==> src/rtl/cmd_word_packer_pkg.sv <==
// Shared constants for the ETH command path: default frame size, packer FSM states
// and the big-endian byte packing order.
package cmd_word_packer_pkg;

  localparam int CMD_BYTES_DEF = 40;
  localparam int CNT_W_DEF     = 16;

  typedef enum logic [1:0] {
    ST_IDLE    = 2'd0,
    ST_COLLECT = 2'd1,
    ST_DISCARD = 2'd2,
    ST_DRAIN   = 2'd3
  } pack_state_e;

  // The first byte of a word ends up in [31:24]: older bytes shift toward the MSB.
  function automatic logic [31:0] pack_be(input logic [23:0] older, input logic [7:0] b);
    return {older, b};
  endfunction

endpackage

==> src/rtl/cmd_word_store.sv <==
// Frame store: WORDS x 32 register array, one write port, one registered read port.
module cmd_word_store #(
  parameter int WORDS = 10,
  parameter int AW    = (WORDS > 1) ? $clog2(WORDS) : 1
) (
  input  logic          clk,
  input  logic          rst,
  input  logic          we,
  input  logic [AW-1:0] waddr,
  input  logic [31:0]   wdata,
  input  logic [AW-1:0] raddr,
  output logic [31:0]   rdata
);

  logic [31:0] mem_q [WORDS];
  logic [31:0] rdata_d, rdata_q;

  // Contents survive reset; only the read register returns to zero.
  always_ff @(posedge clk) begin
    if (we) mem_q[waddr] <= wdata;
  end

  always_comb begin
    rdata_d = mem_q[raddr];
  end

  always_ff @(posedge clk) begin
    if (rst) rdata_q <= '0;
    else     rdata_q <= rdata_d;
  end

  assign rdata = rdata_q;

endmodule

==> src/rtl/cmd_word_packer.sv <==
// Validates ETH_CMD byte frames and re-emits only complete, length-correct frames
// as big-endian 32-bit words; bad or colliding frames are discarded whole.
module cmd_word_packer
  import cmd_word_packer_pkg::*;
#(
  parameter int CMD_BYTES = CMD_BYTES_DEF,
  parameter int CNT_W     = CNT_W_DEF
) (
  input  logic             CLK_125M,
  input  logic             SYS_RST,
  input  logic             ETH_CMD_TVALID,
  output logic             ETH_CMD_TREADY,
  input  logic             ETH_CMD_TLAST,
  input  logic [7:0]       ETH_CMD_TDATA,
  input  logic [31:0]      ETH_CMD_TUSER,
  input  logic             TRIG_PACK_RST,
  output logic             CMD_WORD_TVALID,
  input  logic             CMD_WORD_TREADY,
  output logic             CMD_WORD_TLAST,
  output logic [31:0]      CMD_WORD_TDATA,
  output logic [31:0]      CMD_WORD_TUSER,
  output logic             CMD_FRAME_ERR,
  output logic [CNT_W-1:0] CMD_DROP_CNT
);

  localparam int CMD_WORDS = CMD_BYTES / 4;
  localparam int AW        = (CMD_WORDS > 1) ? $clog2(CMD_WORDS) : 1;
  localparam int BCW       = $clog2(CMD_BYTES + 1);
  localparam logic [BCW-1:0] FULL_CNT = BCW'(CMD_BYTES);
  localparam logic [AW-1:0]  LAST_IDX = AW'(CMD_WORDS - 1);

  pack_state_e      state_d, state_q;
  logic [BCW-1:0]   byte_cnt_d, byte_cnt_q;
  logic [23:0]      pack_d, pack_q;
  logic [AW-1:0]    rd_idx_d, rd_idx_q, rd_nxt;
  logic [31:0]      tag_d, tag_q;
  logic             vld_d, vld_q;
  logic             last_d, last_q;
  logic             err_d, err_q;
  logic [CNT_W-1:0] drop_cnt_d, drop_cnt_q;
  logic             drop_act_d, drop_act_q;

  logic             in_beat, pay_beat, trl_beat, out_hs;
  logic             st_we;
  logic [AW-1:0]    st_waddr;
  logic [31:0]      st_wdata, st_rdata;

  assign ETH_CMD_TREADY = ~SYS_RST;
  assign in_beat  = ETH_CMD_TVALID & ETH_CMD_TREADY;
  assign pay_beat = in_beat & ~ETH_CMD_TLAST;
  assign trl_beat = in_beat &  ETH_CMD_TLAST;
  assign out_hs   = vld_q & CMD_WORD_TREADY;
  assign rd_nxt   = rd_idx_q + AW'(1);

  always_comb begin
    state_d    = state_q;
    byte_cnt_d = byte_cnt_q;
    pack_d     = pack_q;
    rd_idx_d   = rd_idx_q;
    tag_d      = tag_q;
    vld_d      = vld_q;
    last_d     = last_q;
    err_d      = 1'b0;
    drop_cnt_d = drop_cnt_q;
    drop_act_d = drop_act_q;
    st_we      = 1'b0;
    st_waddr   = byte_cnt_q[AW+1:2];
    st_wdata   = pack_be(pack_q, ETH_CMD_TDATA);

    unique case (state_q)
      ST_IDLE: begin
        // A flush pulse also swallows any beat arriving with it.
        if (TRIG_PACK_RST) begin
          byte_cnt_d = '0;
          rd_idx_d   = '0;
        end else if (pay_beat) begin
          pack_d     = {16'h0, ETH_CMD_TDATA};
          tag_d      = ETH_CMD_TUSER;
          byte_cnt_d = BCW'(1);
          state_d    = ST_COLLECT;
        end else if (trl_beat) begin
          err_d = 1'b1;
        end
      end

      ST_COLLECT: begin
        if (TRIG_PACK_RST) begin
          byte_cnt_d = '0;
          rd_idx_d   = '0;
          state_d    = ST_IDLE;
        end else if (pay_beat) begin
          if (byte_cnt_q == FULL_CNT) begin
            byte_cnt_d = '0;
            state_d    = ST_DISCARD;
          end else begin
            pack_d     = st_wdata[23:0];
            byte_cnt_d = byte_cnt_q + BCW'(1);
            st_we      = (byte_cnt_q[1:0] == 2'd3);
          end
        end else if (trl_beat) begin
          byte_cnt_d = '0;
          if (byte_cnt_q == FULL_CNT) begin
            rd_idx_d = '0;
            vld_d    = 1'b1;
            last_d   = (LAST_IDX == '0);
            state_d  = ST_DRAIN;
          end else begin
            err_d   = 1'b1;
            state_d = ST_IDLE;
          end
        end
      end

      ST_DISCARD: begin
        // drop_act_q marks a frame that collided with a drain: it is counted, not an error.
        if (TRIG_PACK_RST) begin
          byte_cnt_d = '0;
          rd_idx_d   = '0;
          drop_act_d = 1'b0;
          state_d    = ST_IDLE;
        end else if (trl_beat) begin
          err_d      = ~drop_act_q;
          drop_act_d = 1'b0;
          state_d    = ST_IDLE;
        end
      end

      ST_DRAIN: begin
        if (pay_beat && !drop_act_q) begin
          drop_act_d = 1'b1;
          if (drop_cnt_q != '1) drop_cnt_d = drop_cnt_q + CNT_W'(1);
        end
        if (trl_beat) drop_act_d = 1'b0;

        if (out_hs) begin
          if (rd_idx_q == LAST_IDX) begin
            vld_d    = 1'b0;
            last_d   = 1'b0;
            rd_idx_d = '0;
            state_d  = drop_act_d ? ST_DISCARD : ST_IDLE;
          end else begin
            rd_idx_d = rd_nxt;
            last_d   = (rd_nxt == LAST_IDX);
          end
        end
      end

      default: state_d = ST_IDLE;
    endcase
  end

  always_ff @(posedge CLK_125M) begin
    if (SYS_RST) begin
      state_q    <= ST_IDLE;
      byte_cnt_q <= '0;
      pack_q     <= '0;
      rd_idx_q   <= '0;
      tag_q      <= '0;
      vld_q      <= 1'b0;
      last_q     <= 1'b0;
      err_q      <= 1'b0;
      drop_cnt_q <= '0;
      drop_act_q <= 1'b0;
    end else begin
      state_q    <= state_d;
      byte_cnt_q <= byte_cnt_d;
      pack_q     <= pack_d;
      rd_idx_q   <= rd_idx_d;
      tag_q      <= tag_d;
      vld_q      <= vld_d;
      last_q     <= last_d;
      err_q      <= err_d;
      drop_cnt_q <= drop_cnt_d;
      drop_act_q <= drop_act_d;
    end
  end

  // Read address follows the next index so the registered word lines up with vld_q.
  cmd_word_store #(
    .WORDS (CMD_WORDS),
    .AW    (AW)
  ) u_store (
    .clk   (CLK_125M),
    .rst   (SYS_RST),
    .we    (st_we),
    .waddr (st_waddr),
    .wdata (st_wdata),
    .raddr (rd_idx_d),
    .rdata (st_rdata)
  );

  assign CMD_WORD_TVALID = vld_q;
  assign CMD_WORD_TLAST  = last_q;
  assign CMD_WORD_TDATA  = st_rdata;
  assign CMD_WORD_TUSER  = tag_q;
  assign CMD_FRAME_ERR   = err_q;
  assign CMD_DROP_CNT    = drop_cnt_q;

endmodule
==> config.mk <==
export PLATFORM = sky130hd
export DESIGN_NAME = cmd_word_packer
export DESIGN_NICKNAME = d
export VERILOG_FILES = /design/src/rtl/cmd_word_packer_pkg.sv /design/src/rtl/cmd_word_store.sv /design/src/rtl/cmd_word_packer.sv
export SDC_FILE = /design/constraint.sdc
export NUM_CORES = 1
export LEC_CHECK = 0
export BUFFER_PORTS_ARGS = -buffer_cell sky130_fd_sc_hd__buf_2
export CAP_MARGIN = 20
export CORE_ASPECT_RATIO = 1.4
export CORE_MARGIN = 4
export CORE_UTILIZATION = 62
export CTS_BUF_LIST = sky130_fd_sc_hd__clkbuf_4
export CTS_CLUSTER_DIAMETER = 200
export DETAILED_ROUTE_END_ITERATION = 8
export MAX_ROUTING_LAYER = met4
export PLACE_DENSITY = 0.91
export REMOVE_ABC_BUFFERS = 1
export SYNTH_ARGS = -nofsm -noshare
export SYNTH_HDL_FRONTEND = slang
export SYNTH_SLANG_ARGS = --single-unit
==> constraint.sdc <==
create_clock -name CLK_125M -period 4.3 [get_ports CLK_125M]
set_input_delay 0.215 -clock CLK_125M [delete_from_list [all_inputs] [get_ports CLK_125M]]
set_output_delay 0.215 -clock CLK_125M [all_outputs]
set_load 0.01 [all_outputs]
# After elaboration in Yosys (flattened, before gate mapping)
# Memory sizes are Yosys's and may differ from the RTL's. A register that Yosys moved wholly into a read port is not among the register bits.
# Index checks and enable logic that the tools add are counted.
[classes]
bitwise_logic = 8
n_reduce_logical = 16
add_sub_neg = 3
muxes = 71
eq_ne = 23
[ops]
columns = ["op", "n"]
rows = [
  ["24-bit two-way mux", 5],
  ["24-bit case mux with 2 select lines", 1],
  ["6-bit two-way mux", 7],
  ["1-bit two-way mux", 32],
  ["4-bit two-way mux", 7],
  ["2-bit two-way mux", 12],
  ["2-bit inequality test, second input constant", 11],
  ["6-bit case mux with 3 select lines", 1],
  ["16-bit by 1-bit adder with 16-bit output, second input constant", 1],
  ["16-bit inequality test, second input constant", 1],
  ["7-bit AND reduction", 2],
  ["4-bit case mux with 3 select lines", 1],
  ["6-bit AND reduction", 2],
  ["4-bit == test, second input constant", 2],
  ["4-bit inequality test, second input constant", 2],
  ["2-bit case mux with 4 select lines", 1],
  ["6-bit by 1-bit adder with 6-bit output, second input constant", 1],
  ["2-bit == test, second input constant", 3],
  ["6-bit == test, second input constant", 1],
  ["3-bit inequality test, second input constant", 2],
  ["1-bit case mux with 2 select lines", 3],
  ["3-bit AND reduction", 2],
  ["2-bit nonzero test", 3],
  ["4-bit by 1-bit adder with 4-bit output, second input constant", 1],
  ["other kinds (11)", 17],
]
[totals]
wordCells = 132
reg_bits = 88
inputBits = 46
n_memories = 1
output_inout_bits = 84
mem_bits_rw = 320
[memory_table]
columns = ["memory", "words", "word_bits", "rd", "rd_clocked_by_memory_dff", "write_ports", "line_no", "source"]
rows = [
  ["u_store.mem_q", 10, 32, 1, 1, 1, "cmd_word_store.sv:15", "logic [31:0] mem_q [WORDS];"],
]

# Logic depth before layout (Yosys ltp)
# Gate-level depths: netlist of the first run.
[logic_depth]
ltp_word = 11
mapped_depth = 13
ltp_nobuf = 9

# Cells and area by module
# From an unflattened synthesis of the first run, not the netlist that was laid out.
[unflattened]
hier_cells = 1166
area_unflattened_um2 = 17092.6
[modules_own_cells]
columns = ["mod", "cells_per_inst", "seq_area_each_um2", "area_each_um2", "n_inst"]
rows = [
  ["cmd_word_store", 703, 10249.8, 13197.7, 1],
  ["cmd_word_packer", 463, 1761.7, 3895.0, 1],
]

# Worst setup path after synthesis of the first run
# Ideal clock, no wire load.
[synth_timing]
path_type = "reg-to-reg"
startpoint = "register state_q[1]"
endpoint = "memory u_store.mem_q[0][0] (enable)"
path_slack_ns = 0.311
setup_ns = 0.461
t_arrival_ns = 3.528
stages_incl_launch_ff = 7
cell_sequence = "dfxtp_1 > inv_1 > ha_1 > nand2b_1 > nor3_1 > nand4bb_1 > nor3_1"
[synth_between]
elab_chain_cells = 4
[synth_lines]
columns = ["item", "line_no", "source"]
rows = [
  ["from (decl)", "cmd_word_packer.sv:32", "pack_state_e state_d, state_q;"],
  ["from (signal assigned)", "cmd_word_packer.sv:165", "state_q <= state_d;"],
  ["2-bit by 1-bit == test with 1-bit output", "cmd_word_packer.sv:70", "unique case (state_q)"],
  ["1-bit two-way mux", "cmd_word_packer.sv:70", ""],
  ["1-bit two-way mux", "cmd_word_store.sv:20", "if (we) mem_q[waddr] <= wdata;"],
  ["1-bit two-way mux (implied by the code)", "cmd_word_store.sv:20", ""],
  ["to (decl)", "cmd_word_store.sv:15", ""],
]
# Every way passes these cells.

# Worst setup path after layout of the first run
[layout_timing]
startpoint = "register state_q[1]"
endpoint = "memory u_store.mem_q[2][28] (enable)"
# Same word-level chain as after synthesis.

==> impl_metrics.yaml, run 1 <==
run_status:
  status: "complete, no violations"
synthesis:
  synth_area_leaders: "edfxtp_1 57%, dfxtp_1 14%, mux2i_1 5.7%, nand2_1 5.2%, nand3_1 2.1%"
  synth_edf_count: 320
  syn_area_mm2: 0.01681
  yosysTopAreaCellShare: 0.5715
  ys.warnings.count: 0
  synth.most_common_cell: "edfxtp_1"
  ys_seq_area_frac: 0.7144
  synth_top_area_cell: "edfxtp_1"
  netlist_instances: 1270
  postSynthAreaPerCell_um2: 13.24
  synthTopCellsByCount: "320 x edfxtp_1, 231 x nand2_1, 120 x dfxtp_1"
  ys_async_sr_fraction: 0
  ys_ff_latch: 440
  ys_types: 61
  synthFlopType: "edfxtp_1"
clocking:
  cts_tree: "built"
  cts_buffers: 97
  cts_sinks: 440
  clock_path_buffers: 3
  path_clk_slew_ns: 0.07
  cts_setup_buffers: 0
  cts_max_level: 3
  clk_latency_ns: 0.75
  cts_root_buffer: "clkbuf_4"
timing:
  finalHoldWorstSlack_ns: 0.1035
  slew_headroom: 0.3409
  finalSetupViolCount: 0
  fin_ws_ns: 0.9464
  min_period_ns: 3.354
  fin_crit_sh: 0.7799
  slew_viol_final: 0
  rsz0062_at_grt: "false"
  max_slew.worst_pin.slew_ns: 0.9887
  fmax_ghz: 0.2982
  clock_skew_ns: 0.05444
  final_hold_viol_count: 0
floorplan:
  io-pin-count: 130
  die_h_um: 202.9
  row_count: 71
  dieArea_mm2: 0.02986
  die_width_um: 147.2
  initial_core_util: 0.6267
  core_mm2: 0.02683
placement:
  post-place-cells: 1719
  hpwl_um: 20630
  io_buffers: 129
  gp_congestion: 0.8786
  place_area_mm2: 0.01788
  dp_slack_ns: 0.9922
global_routing:
  grtUsageTotal: 0.2885
  grt_overflow_total: 0
  grt_pass1_wl_um: 65170
  grt_pass1_vias: 12420
  grt_max_degree: 73
  antenna_found_initial: 1
power:
  cellLeakagePower_nw: 7.987
  sw_frac_of_total: 0.2215
  p_switching_mw: 1.831
  powerDensity_mw_per_mm2: 419.9
  intPower_mw: 6.435
  p_comb_frac: 0.036
  ir_drop_mv: 0.2979
  seq_power_share: 0.551
  clock_power_share: 0.413
routing:
  dr.pass1.iters: 8
  dr_total_vias: 11820
  drt.antenna.violating_nets: 0
  dr.first_iter.drc_count: 1106
  vias_per_cell: 6.079
  avgRoutedWirePerCell_um: 21.77
  drt-total-wl_um: 42320
  drc: 0
setup_path:
  worstSetupPathType: "flop to flop"
  cp_top_family: "simple AND/OR/NAND/NOR gates"
  cp_slowest_stage_delay_ns: 0.70
  path_buf_inv: 2
  critical_path_required_ns: 4.72
  worstPathArrival_ns: 3.77
  cp-end-kind: "flop"
  crit_slowest_cell: "nor2_4"
  critPathLaunchType: "flop"
  path_cells: "inv_1, ha_1, nand2b_1, nor3_1, nand4bb_1, nor2_4, buf_4"
  path_max_fanout: 18
flow_run:
  cap_violations: 0
finish:
  fin_nets: 1558
  fin_cells: 1944
  area_delta_synth_final_pct: 17.08
  final.fill_count: 1588
  layout-drive-gt1-share: 0.2180
  stdcell_area_mm2: 0.01969
min_path:
  hold_class: "input port to flop"
[cell families (layout without fill, tap and decap cells)]
kind of cell,count (synthesis),in the layout,share of synthesized area
flops,440,440,0.7144
simple gates,439,439,0.1176
compound gates,182,182,0.06839
mux,96,96,0.05715
buf+inv,85,393,0.02500
xor+xnor,15,15,0.007813
fa+ha+maj,13,13,0.009674
other cells,0,1,0
[registers in the layout, summed over array words and instances (netlist names)]
| signal | flops |
|---|---|
| CMD_WORD_TLAST | 1 |
| CMD_WORD_TUSER | 32 |
| u_store.mem_q | 320 |
| drop_act_q | 1 |
| CMD_DROP_CNT | 16 |
| rd_idx_q | 4 |
| pack_q | 24 |
| byte_cnt_q | 6 |
| CMD_WORD_TVALID | 1 |
| u_store.rdata | 32 |
| CMD_FRAME_ERR | 1 |
| state_q | 2 |
[per-stage QoR]
stage | TNS [ns] | power, mW | utilization
2_1_floorplan | -97.55 | 4.785 | -
3_3_place_gp | 0 | 4.887 | 0.6663
3_5_place_dp | 0 | 4.899 | 0.6663
4_1_cts | 0 | 8.286 | 0.7326
5_1_grt | 0 | 8.552 | 0.7337
6_report | 0 | 8.266 | 0.7337
[final cells by class]
type,count,area (µm²),area share
well taps,365,456.7,0.02320
flip-flops and latches,440,12010,0.6102
multi-input cells,745,4493,0.2282
clock buffers,152,1141,0.05797
repair buffers,200,1336,0.06788
diodes,1,2.502,0.0001271
inverters,15,56.30,0.002860
clock inverters,26,187.7,0.009534
[timing repair]
item / CTS / global route
hold endpoints to repair: 144 / 0
gates resized for setup: 0 / 0
setup endpoints to repair: 0 / 0
hold buffers: 45 / 0
[layer usage]
| layer | up-vias | share of wire | wire length [µm] | global-route usage |
|---|---|---|---|---|
| met4 | 0 | 0.035 | 1472 | 0.1376 |
| met5 | - | 0 | 0 | - |
| li1 | 5194 | - | - | - |
| met1 | 5680 | 0.35 | 14780 | 0.3319 |
| met3 | 131 | 0.10 | 4407 | 0.06452 |
| met2 | 813 | 0.51 | 21660 | 0.4827 |
[cell usage in the layout, fill, tap and decap left out, drive strengths merged, types with 4 or more instances in the layout]
cell type	count
or3	6
and3	5
a31oi	6
clkinv	20
nor2	55
nor3	7
a211oi	5
xor2	10
a22oi	47
o21ai	44
nand4	37
a21oi	59
xnor2	5
dlygate4sd3	45
nor3b	4
mux2i	96
nor2b	4
inv	17
buf	155
edfxtp	320
ha	13
clkbuf	152
dfxtp	120
nand3	72
nand2	231
[final timing paths]
path	startpoint	end	slack [ns]	cells after the start
worst min register to register	CMD_WORD_TUSER[30]	CMD_WORD_TUSER[30]	0.45	2
worst min-delay path	CMD_WORD_TREADY	CMD_WORD_TLAST	0.10	5
worst max register to register	state_q[1]	u_store.mem_q[2][28]	0.95	7
worst max-delay path	state_q[1]	u_store.mem_q[2][28]	0.95	7
[worst min-delay path: stages]
cell	delay [ns]
buf_2	0.11
a21bo_2	0.18
o21ai_0	0.12
nand2_1	0.08
a21oi_1	0.05
[power groups by stage]
stage	clock, mW	combinational [mW]	sequential (mW)
after global placement	0	0.239	4.65
after detailed placement	0	0.249	4.65
after floorplan	0	0.134	4.65
after CTS	3.45	0.282	4.56
after global routing	3.67	0.319	4.56
final	3.41	0.295	4.56
Power figures use the tool's default switching activity.
==> run 2: changes to the inputs <==
CORE_UTILIZATION = 56   (was 62)
PLACE_DENSITY = 0.87   (was 0.91)
clock period = 2.8 ns   (was 4.3 ns; I/O delays follow)
==> impl_metrics.yaml, run 2 (same netlist as run 1, synthesis figures left out) <==
setup_path:
  path_buf_inv: 2
  critPathLaunchType: "flop"
  regToRegEndpoint: "u_store.rdata[28]"
  worstSetupPathType: "flop to flop"
  startpoint: "state_q[0]"
  critical_path_required_ns: 3.41
  ff2ff_setup_slack_ns: -0.004
  cp_slowest_stage_delay_ns: 0.45
  path_cells: "inv_1, ha_2, o21bai_1, a211oi_2, a211oi_4, buf_12, mux2i_2, a211oi_2, a31oi_1, o22ai_1"
  ff2ff_path_depth: 10
  worstPathArrival_ns: 3.41
  path_common_cell: "a211oi_2"
  r2r_start: "state_q[0]"
  cp_top_family: "compound AO/OA/AOI/OAI gates"
  path_max_fanout: 12
  cp-end-kind: "flop"
  crit_slowest_cell: "dfxtp_1"
timing:
  max_slew.worst_pin.slew_ns: 0.9492
  slew_viol_final: 0
  fmax_ghz: 0.3566
  fin_crit_sh: 1.001
  clock_skew_ns: 0.07079
  finalSetupViolCount: 1
  final_hold_viol_count: 0
  fin_ws_ns: -0.004006
  min_period_ns: 2.804
  finalHoldWorstSlack_ns: 0.1450
  slew_headroom: 0.3672
finish:
  multi_input_area_mm2: 0.004548
  final_cell_mix: "320 x edfxtp_1, 231 x nand2_1, 153 x clkbuf_4"
  fin_nets: 1588
  utilization: 0.6871
  top_register: "u_store.mem_q"
  layout-drive-gt1-share: 0.2360
  largest_register_ffs: 320
  final.fill_count: 1825
  ff_latch_area_mm2: 0.01201
  area_delta_synth_final_pct: 20.33
  final_common_cell: "edfxtp_1"
min_path:
  hold_end: "CMD_WORD_TUSER[16]"
  hold_class: "input port to flop"
  holdPathStages: 4
  min_from: "ETH_CMD_TUSER[16]"
routing:
  dr.first_iter.drc_count: 1160
  vias_per_cell: 5.905
  drt.antenna.violating_nets: 0
  dr_total_vias: 11760
  avgRoutedWirePerCell_um: 20.99
  drc: 0
  dr.pass1.iters: 5
  drt-total-wl_um: 41820
floorplan:
  io-pin-count: 130
  initial_core_util: 0.5711
  die_width_um: 154.4
  dieArea_mm2: 0.03290
  die_h_um: 213.0
  core_mm2: 0.02944
  row_count: 74
placement:
  hpwl_um: 21310
  gp_congestion: 0.9136
  io_buffers: 129
global_routing:
  antenna_found_initial: 2
  grt_overflow_total: 0
  grt_pass1_vias: 12350
  grtUsageTotal: 0.2576
  grt_pass1_wl_um: 64330
  grt_max_degree: 81
flow_run:
  cap_violations: 0
power:
  powerDensity_mw_per_mm2: 623.8
  cellLeakagePower_nw: 8.195
  clock_power_share: 0.406
  ir_drop_mv: 0.5088
  sw_frac_of_total: 0.2207
  p_switching_mw: 2.785
  seq_power_share: 0.555
  intPower_mw: 9.836
  p_comb_frac: 0.039
clocking:
  path_clk_slew_ns: 0.07
  cts_max_level: 3
  cts_sinks: 440
  cts_buffers: 97
  cts_root_buffer: "clkbuf_4"
  clk_latency_ns: 0.79
  clock_path_buffers: 3
  cts_tree: "built"
run_status:
  violations: "negative setup slack"
  status: "finished with violations"
run 2: cell count changes in the layout (fill, tap and decap cells not counted), moves of 2 or more:
cell | before | now
ha_1 | 13 | 10
clkinv_1 | 14 | 17
a211oi_2 | 0 | 2
a211oi_1 | 4 | 2
a2111oi_0 | 2 | 0
ha_2 | 0 | 2
buf_4 | 23 | 30
dlygate4sd3_1 | 45 | 48
buf_12 | 2 | 22
run 2: timing repair:
action | 4_1_cts | 5_1_grt
hold endpoints to repair | 133 | 0
gates resized for setup | 0 | 14
setup buffers | 0 | 11
setup endpoints to repair | 0 | 34
hold buffers | 48 | 0
run 2: layout make-up:
cell class | count | area share
diodes | 2 | 0.0002474
clock buffers | 153 | 0.05677
clock inverters | 27 | 0.008349
inverters | 15 | 0.002783
multi-input cells | 745 | 0.2248
flip-flops and latches | 440 | 0.5938
well taps | 380 | 0.02350
repair buffers | 230 | 0.08980
run 2: tightest hold or removal path: stages:
cell,delay (ns)
dlygate4sd3_1,0.53
buf_2,0.12
nand2_1,0.05
a21oi_1,0.05
run 2: power by group through the flow:
stage          Combinational (mW)  Clock (mW)  Sequential (mW)
2_1_floorplan               0.205           0             7.14
3_3_place_gp                0.391           0             7.14
3_5_place_dp                0.405           0             7.14
4_1_cts                     0.457        5.18             7.00
5_1_grt                     0.536        5.55             7.00
6_report                    0.494        5.12             7.00
run 2: worst max path at each step:
stage | to | slack (ns) | cells after the start
detailed placement | u_store.rdata[29] | 0.10 | 10
global placement | u_store.rdata[29] | 0.22 | 10
CTS | u_store.rdata[28] | 0.05 | 10
finish | u_store.rdata[28] | -0.004 | 10
floorplan | u_store.rdata[0] | -4.60 | 9
global route | u_store.rdata[28] | -0.09 | 10
run 2: stage by stage:
step / area, µm² / setup WS [ns] / power [mW] / TNS, ns / cells
after floorplan: 16450 / -4.595 / 7.349 / -362.22 / 1200
after global placement: 18260 / 0.2233 / 7.530 / 0 / 1750
after detailed placement: 18260 / 0.1010 / 7.547 / 0 / 1750
after CTS: 20060 / 0.05003 / 12.63 / 0 / 1978
after global routing: 20230 / -0.08721 / 13.09 / -0.3121 / 1992
final: 20230 / -0.004006 / 12.62 / -0.004006 / 1992
run 2: metal layers:
layer / vias to the layer above / wire, µm / share of wire / track usage
li1: 5261 / - / - / -
met1: 5673 / 14950 / 0.36 / 0.2888
met2: 707 / 21560 / 0.52 / 0.4380
met3: 121 / 3882 / 0.093 / 0.05637
met4: 0 / 1421 / 0.034 / 0.1274
met5: - / 0 / 0 / -
